[src/rtl/riscv_pkg.sv]
// Shared RISC-V core definitions used by the fetch front-end and the decoder.
package riscv_pkg;
   localparam int          XLEN        = 32;
   localparam int          INSTR_BYTES = 4;
   localparam logic [31:0] NOP_INSTR   = 32'h0000_0013;

   localparam logic [6:0]  R_TYPE = 7'b0110011;
   localparam logic [6:0]  I_TYPE = 7'b0010011;
   localparam logic [6:0]  LOAD   = 7'b0000011;
   localparam logic [6:0]  STORE  = 7'b0100011;
   localparam logic [6:0]  BRANCH = 7'b1100011;
   localparam logic [6:0]  JAL    = 7'b1101111;

   typedef struct packed {
      logic [XLEN-1:0] inst;
      logic [XLEN-1:0] pc;
   } fetch_entry_t;

   // Clear the byte-offset bits so the address points at a whole instruction word.
   function automatic logic [XLEN-1:0] word_align(input logic [XLEN-1:0] addr);
      return addr & ~XLEN'(INSTR_BYTES - 1);
   endfunction
endpackage

[src/rtl/instr_fetch_unit_if.sv]
// Fetch-stage bus bundle: instruction-memory request/response, redirect input and decoder output.
interface instr_fetch_unit_if;
   import riscv_pkg::*;

   logic            imem_req_valid;
   logic            imem_req_ready;
   logic [XLEN-1:0] imem_req_addr;
   logic            imem_rsp_valid;
   logic [XLEN-1:0] imem_rsp_data;
   logic            redirect_valid;
   logic [XLEN-1:0] redirect_pc;
   logic            inst_valid;
   logic            inst_ready;
   logic [XLEN-1:0] inst;
   logic [XLEN-1:0] inst_pc;

   modport master (
      output imem_req_valid, imem_req_addr, inst_valid, inst, inst_pc,
      input  imem_req_ready, imem_rsp_valid, imem_rsp_data, redirect_valid, redirect_pc, inst_ready
   );

   modport slave (
      input  imem_req_valid, imem_req_addr, inst_valid, inst, inst_pc,
      output imem_req_ready, imem_rsp_valid, imem_rsp_data, redirect_valid, redirect_pc, inst_ready
   );
endinterface

[src/rtl/fetch_fifo.sv]
// Registered synchronous FIFO with flush; read data is the head entry (no write-through bypass).
module fetch_fifo #(
   parameter  int WIDTH = 64,
   parameter  int DEPTH = 4,
   localparam int AW    = $clog2(DEPTH),
   localparam int CW    = AW + 1
) (
   input  logic             clk,
   input  logic             rst,
   input  logic             push,
   input  logic [WIDTH-1:0] wdata,
   input  logic             pop,
   input  logic             flush,
   output logic [WIDTH-1:0] rdata,
   output logic [CW-1:0]    count,
   output logic             full,
   output logic             empty
);
   logic [WIDTH-1:0] mem_r [DEPTH];
   logic [AW-1:0]    wr_ptr_r;
   logic [AW-1:0]    rd_ptr_r;
   logic [CW-1:0]    count_r;
   logic             push_ok_s;
   logic             pop_ok_s;

   // Status flags and guarded push/pop strobes.
   always_comb begin
      full      = (count_r == CW'(DEPTH));
      empty     = (count_r == CW'(0));
      push_ok_s = push && !full;
      pop_ok_s  = pop && !empty;
      rdata     = mem_r[rd_ptr_r];
      count     = count_r;
   end

   // Pointer and occupancy update; flush empties the buffer outright.
   always_ff @(posedge clk) begin
      if (rst || flush) begin
         wr_ptr_r <= AW'(0);
         rd_ptr_r <= AW'(0);
         count_r  <= CW'(0);
      end else begin
         if (push_ok_s) wr_ptr_r <= wr_ptr_r + AW'(1);
         if (pop_ok_s)  rd_ptr_r <= rd_ptr_r + AW'(1);
         count_r <= count_r + CW'(push_ok_s) - CW'(pop_ok_s);
      end
   end

   // Storage array write port.
   always_ff @(posedge clk) begin
      if (push_ok_s && !flush && !rst) mem_r[wr_ptr_r] <= wdata;
   end
endmodule

[src/rtl/instr_fetch_unit.sv]
// Fetch stage: PC, credit-limited imem requests, stale-response dropping on redirect,
// and a buffered instruction stream toward the decoder.
module instr_fetch_unit
   import riscv_pkg::*;
#(
   parameter logic [31:0] RESET_PC   = 32'h0000_0000,
   parameter int          FIFO_DEPTH = 4
) (
   input logic               clk,
   input logic               rst,
   instr_fetch_unit_if.master fetch
);
   localparam int CW = $clog2(FIFO_DEPTH) + 1;
   localparam int SW = CW + 2;

   logic [XLEN-1:0] pc_r, pc_s;
   logic [CW-1:0]   outstanding_r, outstanding_s;
   logic [CW-1:0]   drop_cnt_r, drop_cnt_s;
   logic            credit_s, req_valid_s, accept_s;
   logic            rsp_drop_s, rsp_take_s;
   logic            fifo_push_s, fifo_pop_s, fifo_full_s, fifo_empty_s;
   logic [CW-1:0]   fifo_count_s;
   fetch_entry_t    fifo_wdata_s, fifo_rdata_s;

   // Request credit, response classification and next-state for PC and counters.
   always_comb begin
      credit_s    = (SW'(outstanding_r) + SW'(fifo_count_s) + SW'(drop_cnt_r)) < SW'(FIFO_DEPTH);
      req_valid_s = !rst && !fetch.redirect_valid && credit_s;
      accept_s    = req_valid_s && fetch.imem_req_ready;
      rsp_drop_s  = fetch.imem_rsp_valid && (drop_cnt_r != CW'(0));
      rsp_take_s  = fetch.imem_rsp_valid && (drop_cnt_r == CW'(0)) && (outstanding_r != CW'(0));
      fifo_push_s = rsp_take_s && !fetch.redirect_valid && !fifo_full_s;
      fifo_pop_s  = !fifo_empty_s && fetch.inst_ready && !fetch.redirect_valid;
      // Requests are consecutive since the last redirect, so the oldest in-flight one is this far back.
      fifo_wdata_s.inst = fetch.imem_rsp_data;
      fifo_wdata_s.pc   = pc_r - (XLEN'(outstanding_r) << 2);
      if (fetch.redirect_valid) begin
         pc_s          = word_align(fetch.redirect_pc);
         outstanding_s = CW'(0);
         drop_cnt_s    = drop_cnt_r + outstanding_r - CW'(rsp_drop_s || rsp_take_s);
      end else begin
         pc_s          = accept_s ? pc_r + XLEN'(INSTR_BYTES) : pc_r;
         outstanding_s = outstanding_r + CW'(accept_s) - CW'(rsp_take_s);
         drop_cnt_s    = drop_cnt_r - CW'(rsp_drop_s);
      end
   end

   // PC and in-flight bookkeeping registers.
   always_ff @(posedge clk) begin
      if (rst) begin
         pc_r          <= RESET_PC;
         outstanding_r <= CW'(0);
         drop_cnt_r    <= CW'(0);
      end else begin
         pc_r          <= pc_s;
         outstanding_r <= outstanding_s;
         drop_cnt_r    <= drop_cnt_s;
      end
   end

   fetch_fifo #(
      .WIDTH ($bits(fetch_entry_t)),
      .DEPTH (FIFO_DEPTH)
   ) u_fifo (
      .clk   (clk),
      .rst   (rst),
      .push  (fifo_push_s),
      .wdata (fifo_wdata_s),
      .pop   (fifo_pop_s),
      .flush (fetch.redirect_valid),
      .rdata (fifo_rdata_s),
      .count (fifo_count_s),
      .full  (fifo_full_s),
      .empty (fifo_empty_s)
   );

   // Bus outputs; the decoder sees a NOP whenever nothing is buffered.
   always_comb begin
      fetch.imem_req_valid = req_valid_s;
      fetch.imem_req_addr  = pc_r;
      fetch.inst_valid     = !fifo_empty_s;
      if (fifo_empty_s) begin
         fetch.inst    = NOP_INSTR;
         fetch.inst_pc = XLEN'(0);
      end else begin
         fetch.inst    = fifo_rdata_s.inst;
         fetch.inst_pc = fifo_rdata_s.pc;
      end
   end
endmodule
[src/flat_wrapper.sv]
// flat-port wrapper written by rule: the top's interface ports become plain ports
module instr_fetch_unit_flat import riscv_pkg::*;
#(
   parameter logic [31:0] RESET_PC   = 32'h0000_0000,
   parameter int          FIFO_DEPTH = 4
)
  (clk, rst, fetch_imem_req_valid, fetch_imem_req_addr, fetch_inst_valid, fetch_inst, fetch_inst_pc, fetch_imem_req_ready, fetch_imem_rsp_valid, fetch_imem_rsp_data, fetch_redirect_valid, fetch_redirect_pc, fetch_inst_ready);
  instr_fetch_unit_if fetch_i ();
  input logic clk;
  input logic rst;
  output wire logic [$bits(fetch_i.imem_req_valid)-1:0] fetch_imem_req_valid;
  output wire logic [$bits(fetch_i.imem_req_addr)-1:0] fetch_imem_req_addr;
  output wire logic [$bits(fetch_i.inst_valid)-1:0] fetch_inst_valid;
  output wire logic [$bits(fetch_i.inst)-1:0] fetch_inst;
  output wire logic [$bits(fetch_i.inst_pc)-1:0] fetch_inst_pc;
  input wire logic [$bits(fetch_i.imem_req_ready)-1:0] fetch_imem_req_ready;
  input wire logic [$bits(fetch_i.imem_rsp_valid)-1:0] fetch_imem_rsp_valid;
  input wire logic [$bits(fetch_i.imem_rsp_data)-1:0] fetch_imem_rsp_data;
  input wire logic [$bits(fetch_i.redirect_valid)-1:0] fetch_redirect_valid;
  input wire logic [$bits(fetch_i.redirect_pc)-1:0] fetch_redirect_pc;
  input wire logic [$bits(fetch_i.inst_ready)-1:0] fetch_inst_ready;
  assign fetch_imem_req_valid = fetch_i.imem_req_valid;
  assign fetch_imem_req_addr = fetch_i.imem_req_addr;
  assign fetch_inst_valid = fetch_i.inst_valid;
  assign fetch_inst = fetch_i.inst;
  assign fetch_inst_pc = fetch_i.inst_pc;
  assign fetch_i.imem_req_ready = fetch_imem_req_ready;
  assign fetch_i.imem_rsp_valid = fetch_imem_rsp_valid;
  assign fetch_i.imem_rsp_data = fetch_imem_rsp_data;
  assign fetch_i.redirect_valid = fetch_redirect_valid;
  assign fetch_i.redirect_pc = fetch_redirect_pc;
  assign fetch_i.inst_ready = fetch_inst_ready;
  instr_fetch_unit #(.RESET_PC(RESET_PC), .FIFO_DEPTH(FIFO_DEPTH)) u_core (.clk(clk), .rst(rst), .fetch(fetch_i));
endmodule
[config.mk]
export PLATFORM = sky130hd
export DESIGN_NAME = instr_fetch_unit_flat
export DESIGN_NICKNAME = d
export VERILOG_FILES = /design/src/rtl/riscv_pkg.sv /design/src/rtl/instr_fetch_unit_if.sv /design/src/rtl/fetch_fifo.sv /design/src/rtl/instr_fetch_unit.sv /design/src/flat_wrapper.sv
export SDC_FILE = /design/constraint.sdc
export NUM_CORES = 1
export LEC_CHECK = 0
export CELL_PAD_IN_SITES_DETAIL_PLACEMENT = 1
export CELL_PAD_IN_SITES_GLOBAL_PLACEMENT = 1
export CORE_MARGIN = 2
export CORE_UTILIZATION = 39
export CTS_BUF_LIST = sky130_fd_sc_hd__clkbuf_16
export DETAILED_ROUTE_END_ITERATION = 8
export PLACE_DENSITY = 0.68
export SYNTH_ARGS = -nofsm -noshare
export SYNTH_HDL_FRONTEND = slang
export SYNTH_HIERARCHICAL = 1
export SYNTH_SLANG_ARGS = --single-unit
[constraint.sdc]
create_clock -name clk -period 5.9 [get_ports clk]
set_input_delay 1.475 -clock clk [delete_from_list [all_inputs] [get_ports clk]]
set_output_delay 1.475 -clock clk [all_outputs]
set_load 0.005 [all_outputs]
==> results by group <==
Synthesis
  • Dominant cell type by area after synthesis: edfxtp_1
  • Synth area leaders: edfxtp_1 (57%), mux4_2 (10%), dfxtp_1 (6.7%), nor2b_1 (3.1%), ha_1 (1.9%)
  • Distinct cells, synth: 69
  • Synth warn: 6
  • Seq/Total Area, Yosys: between 60% and 70%
  • Synth async-reset ratio: 0%
  • Cells after Synth: around 900
  • Top_reg_cell synth: edfxtp_1
  • Post-Syn Area: around 13000 um2
  • Synth top area share: 57.3%
  • Synthesized area per cell: 15.3 um2
  • Synthesized flop and latch total: 301
  • Post-synth EDFFs: 256

Global routing
  • Vias in the first global route: 8464
  • GRT overflow: 0
  • First-pass GRT wire length: about 49 mm
  • Gr usage total: between 10% and 20%
  • Initial antenna violation count: 0
  • Largest net degree at the start of global routing: 67

Floorplan
  • Full die area: 35900 um2
  • Ports: 168
  • Die height: around 190 um
  • CORE AREA: 33700 um2
  • Initial Utilization: 39.8%
  • # rows: 67
  • Chip width: roughly 190 um

Final layout
  • Reg area: 8590 um2
  • Fillers: between 3000 and 4000
  • Antenna diode count: 0
  • Multi-input gate area: 4380 um2
  • Layout cells sized above 1: 13.5%
  • Area Overhead vs Synth: 23.2%
  • Fin nets: 1136
  • Fin util: 49.0%

STA
  • Headroom to the max-slew limit: between 30% and 40%
  • Post-Route Setup TNS: 0 ns
  • Final Hold Vio Count: 0
  • Crit path time final: between 4 and 5 ns
  • Final Max Tran Viols: 0
  • Hold_ws: approximately 0.51 ns
  • Least-Margin Pin Slew: 0.939 ns
  • Setup Skew: 0.0122 ns
  • RSZ-0062 raised after global routing: no
  • Final period utilization: ~84%
  • Final setup fails: 0
  • FMAX: approximately 200 MHz

Power and ir drop
  • Power share of the clock group: a little over two fifths
  • PwrDens: 285 nW/um2
  • Lkg Pwr: between 5 and 6 nW
  • Gate power share: 6.6%
  • Peak supply drop: 167 uV
  • Internal: around 3.7 mW
  • NetSw: between 1 and 1.5 mW
  • Sw frac: 21.7%
  • Seq pwr share: between 50% and 60%

Critical path
  • R2R setup slack: between 1.5 and 2 ns
  • Crit-path max FO: 8
  • Critical Setup Path Class: reg2out
  • Worst Path Arrival: 3.48 ns
  • Worst Path Required: 4.43 ns
  • FF-to-FF Start: u_core/outstanding_r[1]
  • R2R cell count: 16
  • FF-to-FF End: u_core/outstanding_r[2]
  • Crit start category: flip-flop
  • Critical Path Sink: fetch_imem_req_valid
  • CP endpoint kind: output pin
  • Worst Setup SP: u_core/outstanding_r[1]

Clocking
  • Clock Path Buffers: 3
  • Reg clk slew, reported paths: 0.06 ns
  • Root Buffer: clkbuf_16
  • CTS resizes: 0
  • CTS tree: built
  • Clk sinks: 301
  • H-tree levels: 2
  • Hold-fix buffer count after cts: 0
  • Post-CTS Setup Repair Bufs: 0
  • Worst-Skew Late Latency: 0.51 ns
  • Inserted Clock Buffers: 34

Drt
  • DR pass1 iterations: 4
  • Final Routed Wirelength: about 31 mm
  • Antenna viol nets, final: 0
  • First DRT Iteration DRCs: between 400 and 500
  • # DRC: 0
  • Routed length per instance: 20.5 um
  • Vias post-DR: 7974
  • Vias/cell: 5.28

Status
  • Status: complete, no violations

Flow run
  • Max Cap Viol: 0

Min path
  • Type of the worst min-delay path: reg2reg

Place
  • I/O Buffers: 163
  • DP Wirelength: 19.6 mm
  • Routability cong.: between 0.7 and 0.8
[state kept, by name, indices dropped and copies added, names as in the netlist, named ones only]
signal,count
u_core/outstanding_r,3
u_core/u_fifo/wr_ptr_r,2
u_core/u_fifo/rd_ptr_r,2
u_core/u_fifo/count,3
u_core/drop_cnt_r,3
u_core/fetch.imem_req_addr,30
u_core/u_fifo/mem_r,256
[per-layer routing]
layer / up-vias / GRT usage, % / wire length, um
met5: - / 0 / 0
li1: 3687 / - / -
met2: 230 / 27.9 / 14300
met4: 0 / 4.32 / 525
met1: 4020 / 25.0 / 14500
met3: 37 / 2.78 / 1680
[cell families (layout without fill, tap and decap cells)]
group | Yosys count | in the layout | share of synthesized area, %
and+or+nand+nor | 266 | 266 | 11.5
AOI/OAI and AO/OA | 89 | 89 | 4.57
xor gates and xnor gates | 35 | 35 | 2.29
buffers and inverters | 90 | 268 | 3.58
muxes | 67 | 67 | 11.1
adders and majority gates | 27 | 27 | 2.91
other | 1 | 10 | 0.0280
DFF | 301 | 301 | 64.1
[stage by stage]
step                instance area [um2]  total power [mW]  setup slack, ns  std cells
floorplan                         13400              2.59             1.31        885
detailed placement                15500              2.74             1.23       1451
global route                      16500              4.89            0.777       1511
CTS                               16500              4.78            0.903       1511
finish                            16500              4.71            0.942       1511
global placement                  15500              2.73             1.23       1451
[power by group through the flow]
stage	combinational, mW	sequential (mW)	clock (mW)
4_1_cts	0.319	2.38	2.08
6_report	0.313	2.38	2.02
5_1_grt	0.353	2.39	2.15
3_5_place_dp	0.316	2.43	0
3_3_place_gp	0.307	2.43	0
2_1_floorplan	0.190	2.40	0
[synth_stat cells (8+ instances only)]
cell      instances
nor2b_1          66
ha_1             20
clkbuf_1         30
nand2_1          41
nor3_1           22
o21ai_0          12
or4_1            13
or3_1             8
nor2_1           32
xnor2_1          18
edfxtp_1        256
a21oi_1          17
and3_1           10
xor2_1           17
buf_2            12
a31oi_1          14
mux4_2           60
nand4_1          12
dfxtp_1          45
nor4_1            8
nand2b_1         11
nand3_1          12
inv_1            33
[critical path: stages, from the launching register on]
cell,delay (ns)
dfxtp_1,0.49
inv_1,0.17
fa_1,0.56
nor2_1,0.16
fa_1,0.42
nor3_1,0.24
o41ai_2,0.24
nor2_1,0.18
clkdlybuf4s50_1,0.53
[layout by cell type (no fill, tap or decap), drive strengths merged, types with 4 or more instances in the layout]
cell type and instances:
xor2 17, dfxtp 45, nand4 12, o22ai 5, conb 10, or4 15, nand3 13, edfxtp 256
o21ai 13, xnor2 18, clkinv 10, clkbuf 35, clkdlybuf4s50 162, nor3 23, nand2b 11, nor3b 4
a21oi 17, and3 10, ha 20, mux4 64, or3 10, and4 5, or2 7, nor2 33
a31oi 14, nor2b 66, fa 7, inv 44, o311ai 7, nor4 10, a22oi 5, nand2 41
buf 13
[area by class of cell]
type / instances / share of cell area [%]
Multi-Input combinational cell: 494 / 26.5
Clock inverter: 25 / 1.16
Inverter: 33 / 0.750
Sequential cell: 301 / 52.0
Timing Repair Buffer: 175 / 10.8
Tap cell: 448 / 3.39
Clock buffer: 35 / 5.30
[worst min path at each step]
stage | start | endpoint | slack [ns] | cells after the start
2_1_floorplan | u_core/u_fifo/rd_ptr_r[0] | flip-flop | 0.46 | 2
3_3_place_gp | u_core/u_fifo/rd_ptr_r[0] | u_core/u_fifo/rd_ptr_r[0] | 0.48 | 2
3_5_place_dp | u_core/u_fifo/rd_ptr_r[0] | flip-flop | 0.49 | 2
4_1_cts | u_core/u_fifo/rd_ptr_r[0] | flip-flop | 0.50 | 2
5_1_grt | u_core/u_fifo/wr_ptr_r[1] | u_core/u_fifo/wr_ptr_r[1] | 0.54 | 2
6_report | u_core/u_fifo/rd_ptr_r[0] | flip-flop | 0.51 | 2
(Power assumes the default switching activity.)
